File: config.mk
export PLATFORM = sky130hd
export DESIGN_NAME = hit_readout_clr_flat
export DESIGN_NICKNAME = d
export VERILOG_FILES = /design/src/rtl/hit_readout_clr_pkg.sv /design/src/rtl/hit_readout_clr_if.sv /design/src/rtl/hit_readout_clr_prio_enc_lsb.sv /design/src/rtl/hit_readout_clr.sv /design/src/flat_wrapper.sv
export SDC_FILE = /design/constraint.sdc
export NUM_CORES = 1
export LEC_CHECK = 0
export BUFFER_PORTS_ARGS = -buffer_cell sky130_fd_sc_hd__buf_2
export CAP_MARGIN = 40
export CORE_MARGIN = 2
export CORE_UTILIZATION = 62
export DETAILED_ROUTE_END_ITERATION = 10
export GPL_TIMING_DRIVEN = 0
export PLACE_DENSITY = 0.89
export SYNTH_ARGS = -nofsm -noshare
export SYNTH_HDL_FRONTEND = slang
export SYNTH_SLANG_ARGS = --single-unit
export TNS_END_PERCENT = 100
File: constraint.sdc
create_clock -name clk -period 4.8 [get_ports clk]
set_input_delay 1.2 -clock clk [delete_from_list [all_inputs] [get_ports clk]]
set_output_delay 1.2 -clock clk [all_outputs]
set_load 0.02 [all_outputs]
File: src/rtl/hit_readout_clr_pkg.sv
// Shared definitions for the hit readout / clear block.
// Contents:
//   TRIG_WIDTH   - number of hit channels of the input register
//   TRIG_CH_BITS - width of a channel number
//   state_t      - readout FSM states
package trig_pkg;

  localparam int TRIG_WIDTH   = 48;
  localparam int TRIG_CH_BITS = 6;

  typedef enum logic [1:0] {
    IDLE   = 2'd0,
    SCAN   = 2'd1,
    CLR    = 2'd2,
    SETTLE = 2'd3
  } state_t;

endpackage

File: src/rtl/hit_readout_clr_if.sv
// Channel-report handshake between the readout block and its consumer.
// Signals:
//   hit_valid - a channel number is presented (driven by master)
//   hit_ch    - channel number being reported (driven by master)
//   hit_ready - consumer accepts hit_ch (driven by slave)
interface hit_readout_clr_if
  import trig_pkg::*;
#(
  parameter int CH_BITS = TRIG_CH_BITS
);

  logic               hit_valid;
  logic [CH_BITS-1:0] hit_ch;
  logic               hit_ready;

  modport master (output hit_valid, output hit_ch, input hit_ready);
  modport slave  (input hit_valid, input hit_ch, output hit_ready);

endinterface

File: src/rtl/hit_readout_clr_prio_enc_lsb.sv
// Combinational lowest-set-bit priority encoder.
// Ports:
//   vec - input bit vector (WIDTH)
//   idx - index of the lowest set bit of vec, 0 when vec is empty (CH_BITS)
//   any - vec has at least one bit set
module prio_enc_lsb
  import trig_pkg::*;
#(
  parameter int WIDTH   = TRIG_WIDTH,
  parameter int CH_BITS = TRIG_CH_BITS
) (
  input  logic [WIDTH-1:0]   vec,
  output logic [CH_BITS-1:0] idx,
  output logic               any
);

  // Walk from the top down so the lowest set bit is the last one to write idx.
  always_comb begin
    idx = {CH_BITS{1'b0}};
    any = |vec;
    for (int i = WIDTH - 1; i >= 0; i--) begin
      if (vec[i]) begin
        idx = CH_BITS'(i);
      end else begin
        idx = idx;
      end
    end
  end

endmodule

File: src/rtl/hit_readout_clr.sv
// Consumer side of the edge-latching hit register: synchronises the latched
// hit bits, reports each set channel (lowest first) over a valid/ready
// handshake, pulses that channel's clear and confirms the bit dropped.
// Ports:
//   clk, rst_n  - clock, asynchronous active-low reset
//   hit_q       - latched hit bits, asynchronous to clk
//   enable      - allows new scans to start
//   bus         - hit_valid / hit_ch / hit_ready report handshake (master)
//   clr         - one-hot per-channel clear back to the hit register
//   busy        - FSM is not idle
//   stuck       - sticky: a channel failed to clear in time
//   stuck_ch    - channel of the most recent stuck event
module hit_readout_clr
  import trig_pkg::*;
#(
  parameter int WIDTH      = TRIG_WIDTH,
  parameter int CH_BITS    = TRIG_CH_BITS,
  parameter int CLR_CYCLES = 2,
  parameter int SETTLE_MAX = 4
) (
  input  logic                 clk,
  input  logic                 rst_n,
  input  logic [WIDTH-1:0]     hit_q,
  input  logic                 enable,
  hit_readout_clr_if.master    bus,
  output logic [WIDTH-1:0]     clr,
  output logic                 busy,
  output logic                 stuck,
  output logic [CH_BITS-1:0]   stuck_ch
);

  localparam int CNT_BITS = 8;

  logic [WIDTH-1:0]    sync1_r;
  logic [WIDTH-1:0]    hs_r;
  logic [WIDTH-1:0]    snap_r, snap_n_s;
  logic [WIDTH-1:0]    clr_r, clr_n_s;
  state_t              state_r, state_n_s;
  logic                hit_valid_r, hit_valid_n_s;
  logic [CH_BITS-1:0]  hit_ch_r, hit_ch_n_s;
  logic [CNT_BITS-1:0] cnt_r, cnt_n_s;
  logic                busy_r;
  logic                stuck_r, stuck_n_s;
  logic [CH_BITS-1:0]  stuck_ch_r, stuck_ch_n_s;
  logic [CH_BITS-1:0]  low_ch_s;
  logic                low_any_s;
  logic                hs_ch_s;

  function automatic logic [WIDTH-1:0] onehot_f(input logic [CH_BITS-1:0] ch);
    logic [WIDTH-1:0] oh;
    for (int i = 0; i < WIDTH; i++) begin
      oh[i] = (CH_BITS'(i) == ch);
    end
    return oh;
  endfunction

  prio_enc_lsb #(.WIDTH(WIDTH), .CH_BITS(CH_BITS)) u_prio (
    .vec (snap_r),
    .idx (low_ch_s),
    .any (low_any_s)
  );

  // hit_ch holds the channel being serviced through CLR and SETTLE as well.
  assign hs_ch_s = |(hs_r & onehot_f(hit_ch_r));

  // Two-flop synchroniser; nothing else looks at raw hit_q.
  always_ff @(posedge clk or negedge rst_n) begin
    if (!rst_n) begin
      sync1_r <= {WIDTH{1'b0}};
      hs_r    <= {WIDTH{1'b0}};
    end else begin
      sync1_r <= hit_q;
      hs_r    <= sync1_r;
    end
  end

  // Next-state and next-output logic of the readout FSM.
  always_comb begin
    state_n_s     = state_r;
    snap_n_s      = snap_r;
    hit_valid_n_s = hit_valid_r;
    hit_ch_n_s    = hit_ch_r;
    clr_n_s       = clr_r;
    cnt_n_s       = cnt_r;
    stuck_n_s     = stuck_r;
    stuck_ch_n_s  = stuck_ch_r;
    case (state_r)
      IDLE: begin
        if (enable && (|hs_r)) begin
          snap_n_s  = hs_r;
          state_n_s = SCAN;
        end else begin
          state_n_s = IDLE;
        end
      end
      SCAN: begin
        if (hit_valid_r) begin
          // hit_ch is frozen while presented; only the handshake moves on.
          if (bus.hit_ready) begin
            snap_n_s      = snap_r & ~onehot_f(hit_ch_r);
            hit_valid_n_s = 1'b0;
            clr_n_s       = onehot_f(hit_ch_r);
            cnt_n_s       = {CNT_BITS{1'b0}};
            state_n_s     = CLR;
          end else begin
            hit_valid_n_s = 1'b1;
          end
        end else if (low_any_s) begin
          hit_valid_n_s = 1'b1;
          hit_ch_n_s    = low_ch_s;
        end else begin
          state_n_s = IDLE;
        end
      end
      CLR: begin
        if (cnt_r == CNT_BITS'(CLR_CYCLES - 1)) begin
          clr_n_s   = {WIDTH{1'b0}};
          cnt_n_s   = {CNT_BITS{1'b0}};
          state_n_s = SETTLE;
        end else begin
          cnt_n_s = cnt_r + CNT_BITS'(1);
        end
      end
      SETTLE: begin
        // A bit still set after SETTLE_MAX looks is flagged and skipped;
        // the next scan picks it up again from hs.
        if (!hs_ch_s) begin
          state_n_s = SCAN;
        end else if (cnt_r == CNT_BITS'(SETTLE_MAX - 1)) begin
          stuck_n_s    = 1'b1;
          stuck_ch_n_s = hit_ch_r;
          state_n_s    = SCAN;
        end else begin
          cnt_n_s = cnt_r + CNT_BITS'(1);
        end
      end
      default: begin
        state_n_s     = IDLE;
        hit_valid_n_s = 1'b0;
        clr_n_s       = {WIDTH{1'b0}};
      end
    endcase
  end

  // FSM state and registered outputs; reset truncates any clear pulse.
  always_ff @(posedge clk or negedge rst_n) begin
    if (!rst_n) begin
      state_r     <= IDLE;
      snap_r      <= {WIDTH{1'b0}};
      hit_valid_r <= 1'b0;
      hit_ch_r    <= {CH_BITS{1'b0}};
      clr_r       <= {WIDTH{1'b0}};
      cnt_r       <= {CNT_BITS{1'b0}};
      busy_r      <= 1'b0;
      stuck_r     <= 1'b0;
      stuck_ch_r  <= {CH_BITS{1'b0}};
    end else begin
      state_r     <= state_n_s;
      snap_r      <= snap_n_s;
      hit_valid_r <= hit_valid_n_s;
      hit_ch_r    <= hit_ch_n_s;
      clr_r       <= clr_n_s;
      cnt_r       <= cnt_n_s;
      busy_r      <= (state_n_s != IDLE);
      stuck_r     <= stuck_n_s;
      stuck_ch_r  <= stuck_ch_n_s;
    end
  end

  assign bus.hit_valid = hit_valid_r;
  assign bus.hit_ch    = hit_ch_r;
  assign clr           = clr_r;
  assign busy          = busy_r;
  assign stuck         = stuck_r;
  assign stuck_ch      = stuck_ch_r;

endmodule

File: src/flat_wrapper.sv
// flat-port wrapper written by rule: the top's interface ports become plain ports
module hit_readout_clr_flat import trig_pkg::*;
#(
  parameter int WIDTH      = TRIG_WIDTH,
  parameter int CH_BITS    = TRIG_CH_BITS,
  parameter int CLR_CYCLES = 2,
  parameter int SETTLE_MAX = 4
)
  (clk, rst_n, hit_q, enable, clr, busy, stuck, stuck_ch, bus_hit_valid, bus_hit_ch, bus_hit_ready);
  hit_readout_clr_if #(.CH_BITS(CH_BITS)) bus_i ();
  input  logic clk;
  input  logic rst_n;
  input  logic [WIDTH-1:0] hit_q;
  input  logic enable;
  output logic [WIDTH-1:0] clr;
  output logic busy;
  output logic stuck;
  output logic [CH_BITS-1:0] stuck_ch;
  output wire logic [$bits(bus_i.hit_valid)-1:0] bus_hit_valid;
  output wire logic [$bits(bus_i.hit_ch)-1:0] bus_hit_ch;
  input wire logic [$bits(bus_i.hit_ready)-1:0] bus_hit_ready;
  assign bus_hit_valid = bus_i.hit_valid;
  assign bus_hit_ch = bus_i.hit_ch;
  assign bus_i.hit_ready = bus_hit_ready;
  hit_readout_clr #(.WIDTH(WIDTH), .CH_BITS(CH_BITS), .CLR_CYCLES(CLR_CYCLES), .SETTLE_MAX(SETTLE_MAX)) u_core (.clk(clk), .rst_n(rst_n), .hit_q(hit_q), .enable(enable), .bus(bus_i), .clr(clr), .busy(busy), .stuck(stuck), .stuck_ch(stuck_ch));
endmodule
==> impl_metrics.json, run 1 <==
{
  "status": "finished, final reports clean",
  "drv_slew": 0,
  "timing_hold_violations_final": 0,
  "vias_per_cell": 6.52,
  "cts_max_level": 1,
  "synth_nets": 867,
  "die_w_um": 123,
  "slew_headroom_pct": 48.2,
  "num_rows": 43,
  "grt_pass1_wl_mm": 39.7,
  "cts_resized": 0,
  "yosys_warnings": 0,
  "final_common_cell": "dfrtp_1",
  "clock_path_buffers": 3,
  "cts_tree": "done",
  "total_leakage_power_nw": 4.78,
  "fillCellCount": 957,
  "instances_no_fill": 1147,
  "critPathLaunchType": "register",
  "seq_area_frac_synth_pct": 61.9,
  "post_cts_buffers": 0,
  "num_vias": 7475,
  "max_stage_delay_ns": 0.54,
  "p_per_area_nw_per_um2": 618,
  "postSynthCellCount": 813,
  "cts_buffers": 21,
  "nets": 1006,
  "worst-path-max-fanout": 10,
  "grt-ovfl-total": 0,
  "syn2layout_area_growth_pct": 17.4,
  "arrival_ns": 3.75,
  "wl_mm": 26.1,
  "crit_slowest_cell": "nand3_1",
  "cts.sink_count": 217,
  "path_clk_slew_ns": 0.07,
  "vdd_ir_drop_max_mv": 0.380,
  "synth_edf_count": 0,
  "cts-root-buf": "clkbuf_16",
  "grt_max_degree": 138,
  "io_buffers": 114,
  "drc": 0,
  "min_path_type": "reg -> reg",
  "path_cells": "buf_2 -> buf_4 -> buf_2 -> nand3_1 -> o21a_1 -> nand4_1 -> nor4_2 -> o21ai_2 -> a21oi_4 -> or4_1 -> a21oi_1",
  "crit_type": "reg -> reg",
  "max_cap_viol_count": 0,
  "ant_nets": 0,
  "antenna_cells": 0,
  "die_y_um": 123,
  "initial_utilization_pct": 63.4,
  "synthFlopType": "dfrtp_1",
  "tightest_slew_ns": 0.769,
  "critPathRequiredTime_ns": 5.21,
  "antenna_found_initial": 0,
  "synth-async-reset-ratio_pct": 100,
  "timing.final.crit_share_pct": 69.5,
  "crit_path_end_kind": "register",
  "post-dp-hpwl_mm": 18.3,
  "ios": 115,
  "netlist_area_um2": 8770,
  "final_layout_size_suffix_gt1_share_pct": 18.3,
  "finalSetupTns_ns": 0,
  "grt_use_total_pct": 35.4,
  "ctsHoldBuffers": 0,
  "rsz0062_at_grt": "false",
  "dieArea_um2": 15100,
  "mostFrequentLayoutCells": "dfrtp_1, nand2_1, buf_2",
  "gp_congestion": 0.978,
  "synth.distinct_cells": 61,
  "fin_crit_ns": 3.33,
  "final-setup-viol-count": 0,
  "wl_per_cell_um": 22.8,
  "insertion_delay_ns": 0.50,
  "cp_common_cell": "buf_2",
  "syn_area_per_cell_um2": 10.8,
  "dp.cells": 1109,
  "fmax_ghz": 0.300,
  "core_um2": 13800,
  "dr.pass1.iters": 7,
  "finish.utilization_pct": 74.5,
  "ys_seq_elements": 217,
  "skew_ns": 0.0130,
  "drtIter0Drc": 876,
  "grt_pass1_vias": 7096
}
path summary, 6_finish.rpt:
path / startpoint / endpoint / slack, ns / depth (start not counted)
setup reg to reg: u_core.bus.hit_ch[3] / u_core.cnt_r[7] / 1.47 / 11
max in group asynchronous: rst_n / u_core.snap_r[6] / 3.08 / 2
min in group asynchronous: rst_n / u_core.clr[28] / 0.66 / 1
setup / recovery: u_core.bus.hit_ch[3] / u_core.cnt_r[7] / 1.47 / 11
hold reg to reg: u_core.sync1_r[20] / u_core.hs_r[20] / 0.34 / 0
hold / removal: u_core.sync1_r[20] / u_core.hs_r[20] / 0.34 / 0
critical path: cells and delay by family (launching register included):
kind | cells | cell delay, ns
compound gates | 4 | 0.89
buf+inv | 3 | 0.73
flops | 1 | 0.39
simple gates | 4 | 1.24
state kept, by name (all words and copies together), names as in the netlist:
| name | cells |
|---|---|
| u_core.hs_r | 48 |
| u_core.clr | 48 |
| u_core.snap_r | 48 |
| u_core.stuck | 1 |
| u_core.cnt_r | 8 |
| u_core.busy | 1 |
| u_core.bus.hit_ch | 6 |
| u_core.stuck_ch | 6 |
| u_core.bus.hit_valid | 1 |
| u_core.state_r | 2 |
| u_core.sync1_r | 48 |
final cells by class:
| class | instances | area (um2) | area share (%) |
|---|---|---|---|
| inverter | 17 | 63.8 | 0.620 |
| timing repair buffer | 116 | 613 | 5.95 |
| clock buffer | 33 | 631 | 6.12 |
| sequential | 217 | 5430 | 52.7 |
| multi-input combinational | 532 | 3080 | 29.9 |
| tap | 180 | 225 | 2.19 |
| clock inverter | 5 | 56.3 | 0.547 |
| buffer | 47 | 201 | 1.96 |
synth_stat cells (2+ instances only):
library cell	n	area [um2]
nand4_1	10	62.6
and2b_1	2	15.0
buf_1	4	15.0
nor3b_1	3	22.5
a211oi_1	6	45.0
inv_1	17	63.8
nand3_1	23	115
o21ai_0	109	546
mux2_2	6	67.6
nor4b_1	4	35.0
buf_2	11	55.1
and2_1	3	18.8
o21bai_1	3	22.5
nor2_1	30	113
a22o_1	40	350
ha_1	2	25.0
a2111o_1	2	22.5
nand4b_1	2	17.5
a31oi_1	3	18.8
a22oi_1	3	22.5
o2bb2ai_1	2	17.5
o21a_1	2	15.0
a21o_1	13	97.6
o31ai_1	9	67.6
nor2b_1	7	43.8
a21oi_1	26	130
clkbuf_1	29	109
nor3_1	9	45.0
mux2i_1	6	60.1
nand3b_1	6	45.0
buf_4	3	22.5
or3_1	3	18.8
and4_1	2	17.5
dfrtp_1	217	5430
nor4_1	24	150
o211ai_1	5	37.5
a41oi_1	2	17.5
nand2b_1	10	62.6
or4_1	6	45.0
nand2_1	128	480
power by group:
group	leakage [nW]	internal, mW	switching (mW)
registers	2.72	2.16	0.338
clock network	0.336	0.957	0.656
logic	1.73	0.753	1.51
total	4.78	3.87	2.50
metal layers:
metal | vias up | track usage, % | wire, um
met5 | - | 0 | 0
met4 | 0 | 15.6 | 1360
met2 | 558 | 56.8 | 12100
li1 | 3198 | - | -
met1 | 3616 | 47.2 | 9890
met3 | 103 | 7.20 | 2780
cell families (layout without fill, tap and decap cells):
kind of cell | Yosys count | after routing | share of synthesized area (%)
AO/OA/AOI/OAI | 235 | 235 | 17.3
flip-flops | 217 | 217 | 61.9
adder cells (fa/ha/maj) | 2 | 2 | 0.285
multiplexers | 13 | 13 | 1.58
AND/OR/NAND/NOR | 282 | 282 | 15.9
buffers and inverters | 64 | 218 | 3.02
through the flow:
stage	hold slack, ns	power, mW	setup WS [ns]	cell area (um2)
finish	0.344	6.37	1.47	10300
global placement	0.331	4.62	-0.796	9570
floorplan	0.331	3.89	2.06	8770
detailed placement	0.335	4.67	1.52	9610
CTS	0.348	6.31	1.59	10300
global route	0.355	6.67	1.43	10300
(Power assumes the default switching activity.)
==> inputs of run 2 (changes only) <==
--- a/config.mk
+++ b/config.mk
@@ -5,13 +5,14 @@
 export SDC_FILE = /design/constraint.sdc
 export NUM_CORES = 1
 export LEC_CHECK = 0
+export ABC_AREA = 1
 export BUFFER_PORTS_ARGS = -buffer_cell sky130_fd_sc_hd__buf_2
 export CAP_MARGIN = 40
 export CORE_MARGIN = 2
-export CORE_UTILIZATION = 62
+export CORE_UTILIZATION = 57
 export DETAILED_ROUTE_END_ITERATION = 10
 export GPL_TIMING_DRIVEN = 0
-export PLACE_DENSITY = 0.89
+export PLACE_DENSITY = 0.83
 export SYNTH_ARGS = -nofsm -noshare
 export SYNTH_HDL_FRONTEND = slang
 export SYNTH_SLANG_ARGS = --single-unit
==> constraint.sdc (replaced) <==
create_clock -name clk -period 3.4 [get_ports clk]
set_input_delay 0.85 -clock clk [delete_from_list [all_inputs] [get_ports clk]]
set_output_delay 0.85 -clock clk [all_outputs]
set_load 0.02 [all_outputs]
==> impl_metrics.json, run 2 <==
{
  "critical-path-top-delay-family": "simple AND/OR/NAND/NOR gates",
  "synth-async-reset-ratio_pct": 100,
  "num_rows": 45,
  "cts_tree": "done",
  "ant_nets": 0,
  "yosys-top-cells-count": "dfrtp_1, nand2_1, inv_1",
  "skew_ns": 0.0253,
  "timing.final.crit_share_pct": 100,
  "cts.sink_count": 217,
  "design_area_um2": 10600,
  "fillCellCount": 1113,
  "met3_usage_pct": 5.93,
  "ctsHoldBuffers": 0,
  "crit-reg2reg-launch": "u_core.bus.hit_ch[3]",
  "regArea_um2": 5430,
  "crit_slowest_cell": "nor2_1",
  "antenna_cells": 0,
  "rsz0062_at_grt": "true",
  "busiest_layer": "met2",
  "timing_hold_violations_final": 0,
  "hold_end": "u_core.hs_r[1]",
  "hp-start": "u_core.sync1_r[1]",
  "cts_buffers": 22,
  "vias_per_cell": 5.84,
  "wl_per_cell_um": 18.1,
  "gr-usage-met1_pct": 41.5,
  "final_common_cell": "dfrtp_1",
  "synth.top_cell.area_share_pct": 61.7,
  "synthFlopType": "dfrtp_1",
  "cp_common_cell": "nor2_1",
  "cts_max_level": 1,
  "total_leakage_power_nw": 5.16,
  "power.internal_mw": 5.69,
  "grt-ovfl-total": 0,
  "die_y_um": 128,
  "synth_most_common_cell": "dfrtp_1",
  "vdd_ir_drop_max_mv": 0.485,
  "fin_crit_ns": 3.41,
  "drc": 0,
  "p_comb_share_pct": 34.3,
  "gp_congestion": 0.971,
  "io_buffers": 114,
  "crit_type": "reg -> reg",
  "mostFrequentLayoutCells": "dfrtp_1, nand2_1, inv_1",
  "netlist_area_um2": 8800,
  "place_area_um2": 9640,
  "switching_share_pct": 37.9,
  "power.share.sequential_pct": 36.5,
  "finish.utilization_pct": 69.8,
  "antenna_found_initial": 0,
  "post-dp-hpwl_mm": 15.9,
  "synthTopCellsByArea": "dfrtp_1, nand2_1, inv_1",
  "dieArea_um2": 16400,
  "fmax_ghz": 0.293,
  "path_cells": "nor2_1 -> inv_1 -> nor2_1 -> nand2_1 -> o22ai_1 -> nor2_1 -> nand4_1 -> nand3_1 -> or2_1 -> nand3_2 -> inv_4 -> a21oi_4 -> buf_4 -> buf_2 -> o22ai_1",
  "num_vias": 7591,
  "path_buf_inv": 4,
  "ios": 115,
  "critPathRequiredTime_ns": 3.75,
  "slew_headroom_pct": 42.1,
  "arrival_ns": 3.76,
  "p_per_area_nw_per_um2": 866,
  "pwr-share-clk_pct": 29.2,
  "multi_input_area_um2": 2610,
  "grt_pass1_vias": 7170,
  "min_path_type": "reg -> reg",
  "tightest_slew_ns": 0.868,
  "final-setup-viol-count": 10,
  "wl_mm": 23.5,
  "grt_use_total_pct": 28.9,
  "whs_ns": 0.330,
  "synth.distinct_cells": 32,
  "initial_utilization_pct": 58.1,
  "max_stage_delay_ns": 0.50,
  "final_layout_size_suffix_gt1_share_pct": 17.3,
  "instances_no_fill": 1299,
  "failed_checks": "setup timing",
  "dpl_worst_slack_ns": -0.210,
  "cts-root-buf": "clkbuf_16",
  "insertion_delay_ns": 0.52,
  "grt_max_degree": 124,
  "netSwitchingPower_mw": 3.47,
  "dr.pass1.iters": 6,
  "grt_use_met2_pct": 43.4,
  "drtIter0Drc": 794,
  "holdPathStages": 0,
  "path_clk_slew_ns": 0.06,
  "critPathLaunchType": "register",
  "synth_nets": 1004,
  "crit_path_end_kind": "register",
  "max_cap_viol_count": 0,
  "nets": 1151,
  "r2r_slack_ns": -0.01,
  "ys_seq_elements": 217,
  "drv_slew": 0,
  "syn2layout_area_growth_pct": 20.2,
  "yosys_warnings": 0,
  "setup_slack_ns": -0.0135,
  "clock_path_buffers": 3,
  "postSynthCellCount": 950,
  "die_w_um": 128,
  "rr_worst_depth": 15,
  "core_um2": 15100,
  "timing.rr.end": "u_core.clr[15]",
  "synth_edf_count": 0,
  "status": "finished with violations",
  "grt_pass1_wl_mm": 37.0,
  "seq_area_frac_synth_pct": 61.7,
  "dp.cells": 1253,
  "synth_top_area_cell": "dfrtp_1",
  "syn_area_per_cell_um2": 9.26,
  "worst-path-max-fanout": 10
}
## run 2: changes by cell type after synthesis, sizes merged, moves of 10 or more
cell,before,now
inv,17,174
o21ai,110,17
o22ai,0,87
nand2,128,183
nor2,31,76
a22o,40,0
a21oi,27,55
o32ai,0,17
a21o,13,0
nor4,25,13
nand2b,10,0
## run 2: how the worst max path moves through the flow
stage / startpoint / endpoint / cells past startpoint
2_1_floorplan: u_core.bus.hit_ch[5] / u_core.cnt_r[6] / 19
3_3_place_gp: rst_n / u_core.sync1_r[15] / 1
3_5_place_dp: u_core.bus.hit_ch[1] / u_core.clr[27] / 17
4_1_cts: u_core.bus.hit_ch[0] / u_core.clr[12] / 19
5_1_grt: u_core.bus.hit_ch[4] / u_core.cnt_r[6] / 19
6_report: u_core.bus.hit_ch[3] / u_core.clr[15] / 15
## run 2: layout make-up
cell class / count / share of cell area [%]
Sequential cell: 217 / 51.4
Buffer: 37 / 1.48
Clock inverter: 7 / 1.54
Multi-Input combinational cell: 521 / 24.7
Tap cell: 188 / 2.22
Timing Repair Buffer: 123 / 6.32
Inverter: 175 / 6.24
Clock buffer: 31 / 6.11
## run 2: cell families after synthesis
logic type / after synthesis / share of synthesized area (%)
flip-flops: 217 / 61.7
buffers and inverters: 212 / 9.16
AO/OA/AOI/OAI: 186 / 12.9
AND/OR/NAND/NOR: 333 / 15.9
adder cells (fa/ha/maj): 2 / 0.284
## run 2: power groups by stage
stage	Combinational, mW	Clock, mW	Sequential [mW]
global route	3.41	2.81	3.38
floorplan	1.90	0	3.39
finish	3.14	2.67	3.34
CTS	2.94	2.69	3.32
detailed placement	2.84	0	3.36
global placement	2.76	0	3.34
## run 2: stage by stage
step | setup TNS, ns | power [mW]
2_1_floorplan | 0 | 5.29
3_3_place_gp | -438.55 | 6.11
3_5_place_dp | -8.36 | 6.20
4_1_cts | 0 | 8.96
5_1_grt | -2.01 | 9.60
6_report | -0.0559 | 9.16
## run 2: worst reg2reg max path, cell delays in order (launching register included)
cell and delay [ns]:
dfrtp_1 0.43, nor2_1 0.21, inv_1 0.12, nor2_1 0.50, nand2_1 0.25, o22ai_1 0.21, nor2_1 0.11, nand4_1 0.19
nand3_1 0.11, or2_1 0.25, nand3_2 0.14, inv_4 0.09, a21oi_4 0.12, buf_4 0.17, buf_2 0.24, o22ai_1 0.11
## run 2: timing repair
| action | CTS | global route |
|---|---|---|
| pin swaps | 0 | 2 |
| hold endpoints to repair | 0 | 0 |
| resized for setup | 7 | 20 |
| endpoints found under the setup margin | 50 | 88 |
| buffers inserted | 3 | 5 |
## run 2: layer usage
| metal | share of wire, % | vias up | wire length (um) |
|---|---|---|---|
| met3 | 11 | 92 | 2640 |
| met1 | 40 | 3550 | 9430 |
| met2 | 44 | 553 | 10400 |
| met4 | 4.3 | 0 | 1000 |
| li1 | - | 3396 | - |
| met5 | 0 | - | 0 |
